`src/rtl/fi_inject_ctrl_if.sv`:
```
// Bus for the fault-injection controller: campaign request/config in, override
// drive and status out. clk and reset stay plain ports on the block.
interface fi_inject_ctrl_if #(
  parameter int CNT_W   = 16,
  parameter int NUM_TGT = 3
);
  logic               start;
  logic               abort;
  logic [CNT_W-1:0]   cfg_delay;
  logic [CNT_W-1:0]   cfg_duration;
  logic [NUM_TGT-1:0] cfg_target;
  logic [1:0]         cfg_mode;
  logic [NUM_TGT-1:0] obs;

  logic [NUM_TGT-1:0] fi_en;
  logic [NUM_TGT-1:0] fi_val;
  logic               busy;
  logic               done;
  logic               err_cfg;
  logic [NUM_TGT-1:0] snap;
  logic [15:0]        inj_count;

  // Requester side: issues campaigns, observes the controller.
  modport master (
    output start, abort, cfg_delay, cfg_duration, cfg_target, cfg_mode, obs,
    input  fi_en, fi_val, busy, done, err_cfg, snap, inj_count
  );

  // Controller side.
  modport slave (
    input  start, abort, cfg_delay, cfg_duration, cfg_target, cfg_mode, obs,
    output fi_en, fi_val, busy, done, err_cfg, snap, inj_count
  );
endinterface

```
`src/rtl/fi_inject_ctrl.sv`:
```
// Fault-injection campaign controller: waits cfg_delay cycles after start, then
// overrides the selected datapath flops for cfg_duration cycles.
module fi_inject_ctrl #(
  parameter int CNT_W   = 16,
  parameter int NUM_TGT = 3
) (
  input  logic           clk,
  input  logic           reset,
  fi_inject_ctrl_if.slave bus
);

  typedef enum logic [1:0] {
    IDLE   = 2'd0,
    WAIT   = 2'd1,
    INJECT = 2'd2,
    DONE   = 2'd3
  } state_t;

  localparam logic [1:0] MODE_FLIP = 2'd0;
  localparam logic [1:0] MODE_SA0  = 2'd1;
  localparam logic [1:0] MODE_SA1  = 2'd2;
  localparam logic [1:0] MODE_BAD  = 2'd3;

  state_t             state_q, state_d;
  logic [CNT_W-1:0]   cnt_q, cnt_d;
  logic [CNT_W-1:0]   dur_q;
  logic [NUM_TGT-1:0] tgt_q;
  logic [1:0]         mode_q;
  logic [NUM_TGT-1:0] snap_q;
  logic [NUM_TGT-1:0] fi_en_q, fi_en_d;
  logic [NUM_TGT-1:0] fi_val_q, fi_val_d;
  logic               done_q, done_d;
  logic               err_q, err_d;
  logic [15:0]        inj_count_q;

  logic               cfg_bad;
  logic               load_cfg;
  logic               capture;
  logic               count_inc;
  logic [NUM_TGT-1:0] pattern;

  assign cfg_bad = (bus.cfg_target == '0) || (bus.cfg_duration == '0) ||
                   (bus.cfg_mode == MODE_BAD);

  // Override pattern is built only from latched mode and the snapshot, so the
  // drive into the datapath never follows live obs.
  always_comb begin
    pattern = '0;
    case (mode_q)
      MODE_FLIP: pattern = ~snap_q;
      MODE_SA0:  pattern = '0;
      MODE_SA1:  pattern = '1;
      default:   pattern = '0;
    endcase
  end

  // NOTE: every signal written here gets a default first, so no path through
  // the case can leave one unassigned and infer a latch.
  always_comb begin
    state_d   = state_q;
    cnt_d     = cnt_q;
    load_cfg  = 1'b0;
    capture   = 1'b0;
    count_inc = 1'b0;
    done_d    = 1'b0;
    err_d     = 1'b0;

    if (bus.abort) begin
      // Abort outranks everything; in IDLE it simply swallows a start.
      state_d = IDLE;
      cnt_d   = '0;
    end else begin
      case (state_q)
        IDLE: begin
          if (bus.start) begin
            if (cfg_bad) begin
              err_d = 1'b1;
            end else begin
              state_d  = WAIT;
              cnt_d    = bus.cfg_delay;
              load_cfg = 1'b1;
            end
          end
        end
        WAIT: begin
          if (cnt_q == '0) begin
            state_d = INJECT;
            cnt_d   = dur_q - CNT_W'(1);
            capture = 1'b1;
          end else begin
            cnt_d = cnt_q - CNT_W'(1);
          end
        end
        INJECT: begin
          if (cnt_q == '0) begin
            state_d = DONE;
          end else begin
            cnt_d = cnt_q - CNT_W'(1);
          end
        end
        DONE: begin
          state_d   = IDLE;
          count_inc = 1'b1;
          done_d    = 1'b1;
        end
        default: state_d = IDLE;
      endcase
    end

    // Override outputs lag the INJECT state by one register stage; an abort
    // seen on the same edge suppresses them immediately.
    fi_en_d  = '0;
    fi_val_d = '0;
    if (!bus.abort && state_q == INJECT) begin
      fi_en_d  = tgt_q;
      fi_val_d = pattern & tgt_q;
    end
  end

  // NOTE: sequential state uses non-blocking assignments only, so every flop
  // samples pre-edge values regardless of statement order.
  always_ff @(posedge clk or posedge reset) begin
    if (reset) begin
      state_q     <= IDLE;
      cnt_q       <= '0;
      fi_en_q     <= '0;
      fi_val_q    <= '0;
      done_q      <= 1'b0;
      err_q       <= 1'b0;
      snap_q      <= '0;
      inj_count_q <= '0;
    end else begin
      state_q  <= state_d;
      cnt_q    <= cnt_d;
      fi_en_q  <= fi_en_d;
      fi_val_q <= fi_val_d;
      done_q   <= done_d;
      err_q    <= err_d;
      if (capture) begin
        snap_q <= bus.obs;
      end
      if (count_inc && inj_count_q != 16'hFFFF) begin
        inj_count_q <= inj_count_q + 16'd1;
      end
    end
  end

  // NOTE: the latched campaign config is left unreset on purpose; it is always
  // written on an accepted start before anything reads it.
  always_ff @(posedge clk) begin
    if (load_cfg) begin
      dur_q  <= bus.cfg_duration;
      tgt_q  <= bus.cfg_target;
      mode_q <= bus.cfg_mode;
    end
  end

  assign bus.fi_en     = fi_en_q;
  assign bus.fi_val    = fi_val_q;
  assign bus.busy      = (state_q != IDLE);
  assign bus.done      = done_q;
  assign bus.err_cfg   = err_q;
  assign bus.snap      = snap_q;
  assign bus.inj_count = inj_count_q;

endmodule

```
`src/flat_wrapper.sv`:
```
// flat-port wrapper written by rule: the top's interface ports become plain ports
module fi_inject_ctrl_flat 
#(
  parameter int CNT_W   = 16,
  parameter int NUM_TGT = 3
)
  (clk, reset, bus_start, bus_abort, bus_cfg_delay, bus_cfg_duration, bus_cfg_target, bus_cfg_mode, bus_obs, bus_fi_en, bus_fi_val, bus_busy, bus_done, bus_err_cfg, bus_snap, bus_inj_count);
  fi_inject_ctrl_if #(.CNT_W(CNT_W), .NUM_TGT(NUM_TGT)) bus_i ();
  input  logic clk;
  input  logic reset;
  input wire logic [$bits(bus_i.start)-1:0] bus_start;
  input wire logic [$bits(bus_i.abort)-1:0] bus_abort;
  input wire logic [$bits(bus_i.cfg_delay)-1:0] bus_cfg_delay;
  input wire logic [$bits(bus_i.cfg_duration)-1:0] bus_cfg_duration;
  input wire logic [$bits(bus_i.cfg_target)-1:0] bus_cfg_target;
  input wire logic [$bits(bus_i.cfg_mode)-1:0] bus_cfg_mode;
  input wire logic [$bits(bus_i.obs)-1:0] bus_obs;
  output wire logic [$bits(bus_i.fi_en)-1:0] bus_fi_en;
  output wire logic [$bits(bus_i.fi_val)-1:0] bus_fi_val;
  output wire logic [$bits(bus_i.busy)-1:0] bus_busy;
  output wire logic [$bits(bus_i.done)-1:0] bus_done;
  output wire logic [$bits(bus_i.err_cfg)-1:0] bus_err_cfg;
  output wire logic [$bits(bus_i.snap)-1:0] bus_snap;
  output wire logic [$bits(bus_i.inj_count)-1:0] bus_inj_count;
  assign bus_i.start = bus_start;
  assign bus_i.abort = bus_abort;
  assign bus_i.cfg_delay = bus_cfg_delay;
  assign bus_i.cfg_duration = bus_cfg_duration;
  assign bus_i.cfg_target = bus_cfg_target;
  assign bus_i.cfg_mode = bus_cfg_mode;
  assign bus_i.obs = bus_obs;
  assign bus_fi_en = bus_i.fi_en;
  assign bus_fi_val = bus_i.fi_val;
  assign bus_busy = bus_i.busy;
  assign bus_done = bus_i.done;
  assign bus_err_cfg = bus_i.err_cfg;
  assign bus_snap = bus_i.snap;
  assign bus_inj_count = bus_i.inj_count;
  fi_inject_ctrl #(.CNT_W(CNT_W), .NUM_TGT(NUM_TGT)) u_core (.clk(clk), .reset(reset), .bus(bus_i));
endmodule
```
`config.mk`:
```
export PLATFORM = sky130hd
export DESIGN_NAME = fi_inject_ctrl_flat
export DESIGN_NICKNAME = d
export VERILOG_FILES = /design/src/rtl/fi_inject_ctrl_if.sv /design/src/rtl/fi_inject_ctrl.sv /design/src/flat_wrapper.sv
export SDC_FILE = /design/constraint.sdc
export NUM_CORES = 1
export LEC_CHECK = 0
export CORE_MARGIN = 5
export CORE_UTILIZATION = 47
export DETAILED_ROUTE_END_ITERATION = 10
export PLACE_DENSITY_LB_ADDON = 0.2
export SLEW_MARGIN = 20
export SYNTH_ARGS = -nofsm -noshare
export SYNTH_HDL_FRONTEND = slang
export SYNTH_SLANG_ARGS = --single-unit
```
`constraint.sdc`:
```
create_clock -name clk -period 2.6 [get_ports clk]
set_clock_uncertainty 0.1 [all_clocks]
set_input_delay 0.26 -clock clk [delete_from_list [all_inputs] [get_ports clk]]
set_output_delay 0.26 -clock clk [all_outputs]
set_load 0.03 [all_outputs]
```
# After elaboration in Yosys (flattened, before gate mapping)
# Cells that the tools add are included.
# totals
regBits	66
in_bits	44
out_inout_bits	28
wordCells	69
# classes
n_addsub	3
eq_ne	11
muxes	28
bitwise	2
reduce_logical	14
# op_table
operator	n
16-bit two-way mux	5
16-bit case mux with 3 select lines	1
16-bit logical NOT	2
16-bit by 1-bit subtractor with 16-bit output, second input constant	2
16-bit by 1-bit adder with 16-bit output, second input constant	1
16-bit != test, second input constant	1
1-bit two-way mux	13
2-bit two-way mux	5
3-bit != test, second input constant	3
2-bit equality test, second input constant	4
2-bit case mux with 4 select lines	1
4-bit AND reduction	2
3-bit two-way mux	2
3-bit by 2-bit != test with 1-bit output, second input constant	2
3-bit case mux with 2 select lines	1
2-bit logical NOT	2
4-bit nonzero test	1
3-bit AND	1
3-bit logical NOT	1
3-bit NOT	1
2-bit by 1-bit equality test with 1-bit output, second input constant	1
1-bit logical AND	2
1-bit logical OR	2
2-bit nonzero test	1
1-bit logical NOT	1

# Logic depth before layout (Yosys ltp)
# logic_depth
ltp_word	7
ltp_mapped	10
ltp_nobuf	8

# Worst setup path before layout
# No wires, ideal clock.
# synth_timing
path_kind	register -> register
startpoint	register u_core.state_q[0]
endpoint	register u_core.dur_q[0], enable pin
setup_time_ns	0.426
arrival_ns	2.288
required_ns	2.074
slack_ns	-0.213
path_stages_with_launch	5
path_buffers	0
period_less_slack_ns	2.813
path_cell_list	dfrtp_1 > inv_1 > ha_1 > nand2_1 > nor3_1
# synth_via
elab_chain_cells	3
# synth_rtl
item	line	rtl
start: declaration	fi_inject_ctrl.sv:24	state_t state_q, state_d;
start signal: assignment	fi_inject_ctrl.sv:133	state_q <= state_d;
2-bit logical NOT	fi_inject_ctrl.sv:73	case (state_q)
1-bit two-way mux	fi_inject_ctrl.sv:73	
1-bit two-way mux	fi_inject_ctrl.sv:68	if (bus.abort) begin
via u_core.load_cfg	fi_inject_ctrl.sv:37	logic load_cfg;
end signal: assignment	fi_inject_ctrl.sv:152	dur_q <= bus.cfg_duration;
end: declaration	fi_inject_ctrl.sv:26	logic [CNT_W-1:0] dur_q;
# The timed path passes the listed nets, and every way through them passes these cells.
# A chain may end at the register's enable or synchronous reset.

# Worst setup path in the final report
# layout_timing
startpoint	register u_core.cnt_q[1]
endpoint	register u_core.cnt_q[7]
# layout_via
elab_chain_cells	4
elab_cells_between_ends	8
cone_classes	add/sub: 1; eq/ne: 1; mux: 4; reduce/logical: 2
# layout_rtl
item	line	rtl
start: declaration	fi_inject_ctrl.sv:25	logic [CNT_W-1:0] cnt_q, cnt_d;
start signal: assignment	fi_inject_ctrl.sv:134	cnt_q <= cnt_d;
16-bit by 1-bit subtractor with 16-bit output or 16-bit logical NOT (tied branches)	n/a	
16-bit two-way mux (on tied branches)	fi_inject_ctrl.sv:95, fi_inject_ctrl.sv:86	
16-bit case mux with 3 select lines	fi_inject_ctrl.sv:73	
16-bit two-way mux	fi_inject_ctrl.sv:68	
# Several ways; a longest one is shown, not always the timed one. The select of a mux whose other input is x is not followed.

==> impl_metrics.json <==
{
  "first_pass_iters": 4,
  "seq_area_frac_synth_pct": 49.5,
  "cp_data_arrival_time_ns": 2.61,
  "fmaxAchievable_mhz": 405,
  "p_seq_share_pct": 34.4,
  "die_w_um": 96.9,
  "cts_root_buf": "clkbuf_8",
  "combPwrFrac_pct": 47.5,
  "grt_overflow": 0,
  "synth_cell_types": 60,
  "pre_cts_slack_ns": 0.0438,
  "gp_congestion": 0.874,
  "clock_path_buffers": 2,
  "nets": 483,
  "drtAntennaViolNets": 0,
  "syn_area_um2": 3550,
  "finalSetupTns_ns": 0,
  "die_h_um": 96.9,
  "viasPerCell": 5.53,
  "timing.rr.end": "u_core.cnt_q[7]",
  "p_switching_mw": 1.77,
  "cts_tree": "yes",
  "grt_pass1_wl_um": 14100,
  "postSynthCellCount": 344,
  "start_util_pct": 48.6,
  "relSlewSlack_pct": 60.3,
  "drcViolationCount": 0,
  "areaGrowthSynthToFinish_pct": 31.7,
  "dieArea_um2": 9380,
  "synth.avg_cell_area_um2": 10.3,
  "placed_area_um2": 4460,
  "status": "finished, final reports clean",
  "ys.flop_type": "dfrtp_1",
  "layout_setup_ws_ns": 0.133,
  "routed_wl_um": 8570,
  "min_period_ns": 2.47,
  "hp-class": "input port to async pin",
  "yosysWarnings": 0,
  "nFillCells": 629,
  "crit_type": "register to register",
  "drv_cap": 0,
  "setup_viol": 0,
  "r2r_slack_ns": 0.13,
  "rr_worst_depth": 9,
  "drive_gt1_share_pct": 11.9,
  "rows": 31,
  "leakagePower_nw": 1.85,
  "cp_cell_sequence": "inv_1, ha_1, or3b_4, nor4_2, nand3_1, a21oi_2, buf_12, nor3_1, a21bo_2",
  "critPathTopFamily": "simple AND/OR/NAND/NOR gates",
  "htree_levels": 3,
  "drt-initial-drc-count": 148,
  "core_um2": 7290,
  "layout_worst_path_cycle_share_pct": 94.9,
  "diodes": 0,
  "cts_made_buffers": 9,
  "end_kind": "register",
  "final_util_pct": 64.1,
  "cp_num_buf_inv": 2,
  "internal-power_mw": 2.53,
  "synth_edf_count": 21,
  "vdd_drop_max_v": 0.000522,
  "vias": 2960,
  "synth_nets": 396,
  "crit_start": "u_core.cnt_q[1]",
  "antenna_found_initial": 0,
  "ys_ff_latch": 66,
  "dp_hpwl_um": 6340,
  "regArea_um2": 1760,
  "worstSetupStartpointType": "register",
  "grt_max_degree": 46,
  "grt_pass1_vias": 2903,
  "io_buffer_count": 71,
  "clk_pin_slew_ns": 0.08,
  "multi_input_area_um2": 1720,
  "r2r-start": "u_core.cnt_q[1]",
  "clockPowerShare_pct": 18.1,
  "hold_viol_final": 0,
  "cts_sinks": 66,
  "maxSlewViolCount": 0,
  "worst_pin_slew_ns": 0.594,
  "async_reset_ff_share_pct": 68.2,
  "mostFrequentLayoutCells": "clkdlybuf4s50_1, dfrtp_1, nor2_1, xnor2_1, edfxtp_1",
  "track_usage_pct": 18.4,
  "clk_latency_ns": 0.34,
  "wl_per_cell_um": 16.0,
  "worstPathRequired_ns": 2.74,
  "stdcell_area_um2": 4670,
  "powerDensity_nw_per_um2": 921,
  "slowest_stage": "or3b_4",
  "io_pins": 72,
  "critPathMaxFanout": 25,
  "sw_frac_of_total_pct": 41.2,
  "slowest_delay_ns": 0.43,
  "mostFrequentLayoutCell": "clkdlybuf4s50_1"
}
power by group through the flow:
stage          registers (mW)  clock network (mW)  logic [mW]
5_1_grt                  1.51               0.842        2.23
2_1_floorplan            1.53                   0        1.27
3_3_place_gp             1.48                   0        1.93
4_1_cts                  1.47               0.801        1.98
3_5_place_dp             1.49                   0        1.96
6_report                 1.48               0.779        2.04
synthesized netlist by cell type (all sizes together) (2+ instances only):
cell type / n / share of area, %
edfxtp: 21 / 18
or3: 6 / 1.1
a22o: 6 / 1.5
a211oi: 2 / 0.42
nor3: 18 / 2.7
a31oi: 2 / 0.35
nand4: 7 / 1.2
xnor2: 24 / 5.9
o31ai: 3 / 0.63
nor4: 16 / 3.0
buf: 4 / 0.63
xor2: 13 / 3.2
mux2: 4 / 1.3
nand2: 20 / 2.1
mux2i: 2 / 0.56
nand3: 13 / 1.8
o221ai: 7 / 1.7
clkbuf: 7 / 0.74
or3b: 2 / 0.49
or2: 2 / 0.35
dfrtp: 45 / 32
o221a: 2 / 0.63
nor2b: 5 / 0.88
nor3b: 5 / 1.1
and2: 3 / 0.53
o21ai: 14 / 2.0
inv: 13 / 1.4
nand2b: 2 / 0.35
or4: 5 / 1.3
nor2: 36 / 3.8
a21oi: 8 / 1.2
ha: 8 / 2.8
o41ai: 2 / 0.71
worst min-delay path, stage by stage:
cell             delay (ns)
clkdlybuf4s50_1        0.40
clkinv_1               0.05
buf_4                  0.48
metrics by stage:
step           hold WS (ns)  std cells  power [mW]
4_1_cts               0.285        534        4.25
3_3_place_gp          0.360        518        3.41
6_report              0.273        535        4.30
3_5_place_dp          0.360        518        3.45
5_1_grt               0.317        535        4.58
2_1_floorplan         0.245        344        2.80
per-layer routing:
metal | track usage [%] | wire length, um | part of all wire, %
met1 | 24.7 | 3880 | 45
met2 | 29.1 | 4110 | 48
met3 | 4.96 | 481 | 5.6
met4 | 5.18 | 99 | 1.2
met5 | 0 | 0 | 0
repair_timing:
action	CTS	global route
buffers inserted	0	1
gates resized for setup	0	4
endpoints found under the setup margin	0	20
hold buffers	0	0
endpoints found under the hold margin	0	0
registers in the layout (all words and copies together), names as in the netlist, 2 cells and up:
register,count
u_core.tgt_q,3
u_core.cnt_q,16
u_core.dur_q,16
u_core.bus.fi_en,3
u_core.bus.fi_val,3
u_core.bus.snap,3
u_core.mode_q,2
u_core.bus.inj_count,16
u_core.state_q,2
cell type report:
class                           instances  share of cell area, %
Clock buffer                            9                   2.65
Clock inverter                          7                   1.15
Inverter                               13                   1.04
Multi-Input combinational cell        254                   36.8
Sequential cell                        66                   37.6
Tap cell                               99                   2.65
Timing Repair Buffer                   87                   18.1
kinds of logic (layout without fill, tap and decap cells):
kind of cell,count (synthesis),count (layout),synth area share (%)
and+or+nand+nor,146,146,22.1
AOI/OAI and AO/OA,57,57,11.9
buffers and inverters,24,116,2.75
DFF,66,66,49.5
adders and majority gates,8,8,2.82
muxes,6,6,1.83
xor gates and xnor gates,37,37,9.14
how the worst max path moves through the flow:
stage | end | slack (ns) | cells after the start
after floorplan | u_core.cnt_q[7] | 0.23 | 9
after global placement | u_core.bus.snap[1] | 0.11 | 7
after detailed placement | u_core.bus.snap[2] | 0.04 | 7
after CTS | u_core.bus.snap[2] | 0.03 | 7
after global routing | u_core.cnt_q[4] | -0.02 | 9
final | u_core.cnt_q[7] | 0.13 | 9
(Power assumes the default switching activity.)
